$ cat src/rtl/vc_pop_scheduler.sv
// vc_pop_scheduler: grants one VC FIFO pop per cycle and steers the word to D0/D1
//   Optional starvation guard is enabled with `define VC_POP_STARVE_GUARD_EN.
//   Ports:
//     clk, reset (async, active-high)
//     vc0_empty, vc1_empty, vc0_data, vc1_data : VC FIFO heads
//     d0_pause, d1_pause                       : destination almost-full
//     pop_vc0, pop_vc1                         : combinational pop grants
//     push_d0, push_d1, data_out               : registered destination write
//     state                                    : 00 IDLE, 01 ACTIVE, 10 PAUSE
module vc_pop_scheduler #(
  parameter int DATA_W     = 6,
  parameter int DEST_BIT   = 4,
  parameter int RESUME_DLY = 2,
  parameter int MAX_BURST  = 4
) (
  input  logic              clk,
  input  logic              reset,
  input  logic              vc0_empty,
  input  logic              vc1_empty,
  input  logic [DATA_W-1:0] vc0_data,
  input  logic [DATA_W-1:0] vc1_data,
  input  logic              d0_pause,
  input  logic              d1_pause,
  output logic              pop_vc0,
  output logic              pop_vc1,
  output logic              push_d0,
  output logic              push_d1,
  output logic [DATA_W-1:0] data_out,
  output logic [1:0]        state
);
  localparam logic [1:0] IDLE = 2'b00, ACTIVE = 2'b01, PAUSE = 2'b10;
  logic [1:0] next_state;
  logic [3:0] resume_cnt;
  logic [DATA_W-1:0] word;
  logic pause_any, has_data, grant_ok, force_vc1, resume_done, pop_any;
  assign pause_any = d0_pause | d1_pause;
  assign has_data = !vc0_empty | !vc1_empty;
  assign grant_ok = state == ACTIVE && !pause_any;
  // the counter value seen this cycle plus the current quiet cycle reaches RESUME_DLY
  assign resume_done = !pause_any && resume_cnt == 4'(RESUME_DLY - 1);
`ifdef VC_POP_STARVE_GUARD_EN
  localparam int BW = $clog2(MAX_BURST + 1);
  logic [BW-1:0] burst_cnt;
  assign force_vc1 = burst_cnt == BW'(MAX_BURST) && !vc1_empty;
  always_ff @(posedge clk or posedge reset)
    if (reset) burst_cnt <= '0;
    else if (vc1_empty || pop_vc1) burst_cnt <= '0;
    else if (pop_vc0) burst_cnt <= burst_cnt + 1'b1;
`else
  assign force_vc1 = 1'b0;
`endif
  always_ff @(posedge clk or posedge reset)
    if (reset) state <= IDLE;
    else state <= next_state;
  // IDLE and ACTIVE share the same transition rules
  always_comb
    next_state = state == PAUSE ? (resume_done ? (has_data ? ACTIVE : IDLE) : PAUSE)
               : pause_any ? PAUSE : has_data ? ACTIVE : IDLE;
  always_comb begin
    pop_vc1 = grant_ok && !vc1_empty && (vc0_empty || force_vc1);
    pop_vc0 = grant_ok && !vc0_empty && !force_vc1;
  end
  always_ff @(posedge clk or posedge reset)
    if (reset) resume_cnt <= '0;
    else resume_cnt <= (state != PAUSE || pause_any || resume_done) ? 4'd0 : resume_cnt + 4'd1;
  assign pop_any = pop_vc0 | pop_vc1;
  assign word = pop_vc1 ? vc1_data : vc0_data;
  always_ff @(posedge clk or posedge reset)
    if (reset) begin
      push_d0  <= 1'b0;
      push_d1  <= 1'b0;
      data_out <= '0;
    end else begin
      push_d0 <= pop_any & !word[DEST_BIT];
      push_d1 <= pop_any & word[DEST_BIT];
      if (pop_any) data_out <= word;
    end
endmodule

$ cat config.mk
export PLATFORM = sky130hd
export DESIGN_NAME = vc_pop_scheduler
export DESIGN_NICKNAME = d
export VERILOG_FILES = /design/src/rtl/vc_pop_scheduler.sv
export SDC_FILE = /design/constraint.sdc
export NUM_CORES = 1
export LEC_CHECK = 0
export CAP_MARGIN = 20
export CORE_MARGIN = 8
export CORE_UTILIZATION = 42
export CTS_CLUSTER_SIZE = 40
export DETAILED_ROUTE_END_ITERATION = 7
export PLACE_DENSITY = 0.83
export SLEW_MARGIN = 20
export SYNTH_ARGS = -nofsm -noshare
export SYNTH_HDL_FRONTEND = slang
export SYNTH_SLANG_ARGS = --single-unit
$ cat constraint.sdc
create_clock -name clk -period 2.39 [get_ports clk]
set_input_delay 0.478 -clock clk [delete_from_list [all_inputs] [get_ports clk]]
set_output_delay 0.478 -clock clk [all_outputs]
set_load 0.02 [all_outputs]
==> impl_results.md <==
- P_leak: 0.476 nW
- Register share of total power: 50.5%
- Vias per cell: 4.92
- Die extent in y: 55.4 um
- Clk_skew: 0.00299 ns
- Critical path peak fanout: 3
- Area leader, netlist: dfrtp_1
- RSZ-0062 raised after global routing: false
- Cell with the most instances after synthesis: dfrtp_1
- GPL Wtd Cong: 0.732
- Initial drt markers: 0
- Site Rows: 14
- Worst slack at placement: -0.291 ns
- Synth top area share: 53.7%
- Yosys reg bits: 14
- Post-route ant nets: 0
- Core Footprint: 1490 um^2
- Comb power frac: 15.5%
- Synth area leaders: dfrtp_1 (54%), mux2_2 (17%), nor2_1 (4.0%), ha_1 (3.8%), mux2i_1 (3.1%)
- Switching power: 0.000106 W
- Clk_lat worst skew: 0.28 ns
- Worst VDD drop: 0.000320 V
- First-pass GRT wire length: 2.62 mm
- # H-tree levels: 1
- Sequential-to-total area share from yosys stat: 53.7%
- Fin. Hold Viols: 0
- Asr flop ratio synth: 100%
- Vias in the first global route: 614
- Main flop type after synthesis: dfrtp_1
- Post-Syn Nets: 72
- Max-cap violations: 0
- Net switching fraction of the power: 21.7%
- Area Overhead vs Synth: 58.0%
- Post-Route WL: 1.47 mm
- Period minus WS final: 2.24 ns
- Synth unique cells: 19
- # port buffers: 29
- Total congestion overflow: 0
- Relative slew slack: 65.5%
- Largest net degree at the start of global routing: 15
- Clock tree buffer depth: 2
- # clock sinks: 14
- Non-Filler Instances: 106
- Layout cells sized above 1: 26.7%
- Mean post-synth cell area: 12.5 um^2
- Clock Pin Slew Worst Setup and Hold Paths: 0.08 ns
- Root buffer cell: clkbuf_4
- Multi-input logic area: 287 um^2
- Drt pass-1 iters: 1
- CP endpoint kind: output port
- DR WL/cell: 13.9 um
- Vias: 521
- Post-route DRC: 0
- PwrDens: 474 nW/um^2
- Setup-failing EPs final: 0
- Top cells by count, synth: dfrtp_1 (14), mux2_2 (10), nor2_1 (7), inv_1 (3)
- Post-synth EDFFs: 0
- Initial core utilization: 43.8%
- Max-slew violation count: 0
- DP Area: 1000 um^2
- Placed cells: 102
- Hold crit path type: flip-flop to flip-flop
- Nature of the critical path startpoint: input pin
- Hold_ws: 0.512 ns
- Worst Path Arrival: 1.76 ns
- Hpwl dp: 1.25 mm
- Layout Utilization: 69.2%
- DIE AREA: 3070 um^2
- Worst slew pin tran: 0.517 ns
- Worst Setup Slack, final: 0.148 ns
- Int Power: 0.000383 W
- Clock share of power: 34.0%
- Crit Path Class: input pin to output port
- Number of fill cells: 113
- Top-level port count: 30
- GRT Overall Usage: 10.2%
- Final net count: 111
- Final instance area: 1030 um^2
- CTS buffer count: 3
- Yosys warnings: 0
- # hold bufs at CTS: 0
- Outcome: finished clean
- Initial antenna violation count: 0
- Die X: 55.4 um
- Reg area: 350 um^2
- Antenna diodes: 0
- Mapped Area: 652 um^2
- F_max: 0.446 GHz
- CTS tree: done
- Syn Inst Count: 52
- Final Cycle Share: 93.8%
- Worst Path Required: 1.91 ns
## path summary, 6_finish.rpt
path / endpoint / cells past startpoint / start / slack, ns
worst max-delay path: pop_vc1 / 4 / d1_pause / 0.15
worst min-delay path: resume_cnt[0] / 1 / resume_cnt[0] / 0.51
worst max register to register: data_out[2] / 4 / state[1] / 0.66
worst min register to register: resume_cnt[0] / 1 / resume_cnt[0] / 0.51
max in group asynchronous: resume_cnt[2] / 2 / reset / 1.51
min in group asynchronous: data_out[2] / 2 / reset / 0.53
## sequential cells by signal, summed over array words and instances, names as in the netlist
| register | count |
|---|---|
| data_out | 6 |
| resume_cnt | 4 |
| push_d0 | 1 |
| push_d1 | 1 |
| state | 2 |
## timing repair
| item | CTS | global route |
|---|---|---|
| setup buffers | 0 | 0 |
| resized for setup | 4 | 2 |
| endpoints found under the setup margin | 2 | 2 |
| cloned | 0 | 0 |
## metrics by stage
stage               total power (W)  setup TNS, ns
floorplan                  0.000279              0
global placement           0.000325         -0.511
detailed placement         0.000328         -0.578
CTS                        0.000496              0
global route               0.000513              0
finish                     0.000488              0
## power by group through the flow
stage | logic, W | registers (W) | clock network [W]
global route | 0.0000834 | 0.000247 | 0.000182
floorplan | 0.0000239 | 0.000255 | 0
finish | 0.0000759 | 0.000246 | 0.000166
detailed placement | 0.0000770 | 0.000251 | 0
CTS | 0.0000775 | 0.000247 | 0.000172
global placement | 0.0000746 | 0.000251 | 0
## layout by cell type, fill, tap and decap left out, drive strengths merged, types with 2 or more instances in the layout
cell type / Yosys / routed
nor2: 7 / 7
mux2i: 2 / 2
clkbuf: 1 / 6
dfrtp: 14 / 14
nand2b: 2 / 2
buf: 0 / 6
inv: 3 / 3
a21oi: 2 / 2
clkdlybuf4s50: 0 / 27
ha: 2 / 2
mux2: 10 / 10
## worst max-delay path, cell delays in order
cell and delay, ns:
clkdlybuf4s50_1 0.44, or4b_4 0.56, nor2_1 0.11, clkbuf_2 0.17
## metal layers
metal / share of wire, % / track usage, %
met1: 40 / 10.0
met2: 52 / 18.4
met3: 6.6 / 3.20
met4: 1.7 / 5.28
met5: 0 / 0
## area by class of cell
| cell class | count | share of cell area [%] |
|---|---|---|
| Clock buffer | 4 | 3.52 |
| Inverter | 3 | 1.09 |
| Multi-Input combinational cell | 34 | 27.8 |
| Sequential cell | 14 | 34.0 |
| Tap cell | 16 | 1.94 |
| Timing Repair Buffer | 35 | 31.6 |
## cell families (layout without fill, tap and decap cells)
kind of cell	after synthesis	after routing	share of synthesized area, %
buf+inv	4	42	2.30
fa+ha+maj	2	2	3.84
flops	14	14	53.7
compound gates	3	3	4.03
xor+xnor	2	2	2.69
simple gates	15	15	13.1
mux	12	12	20.3
Note: power is estimated with default switching activity, not from simulation.
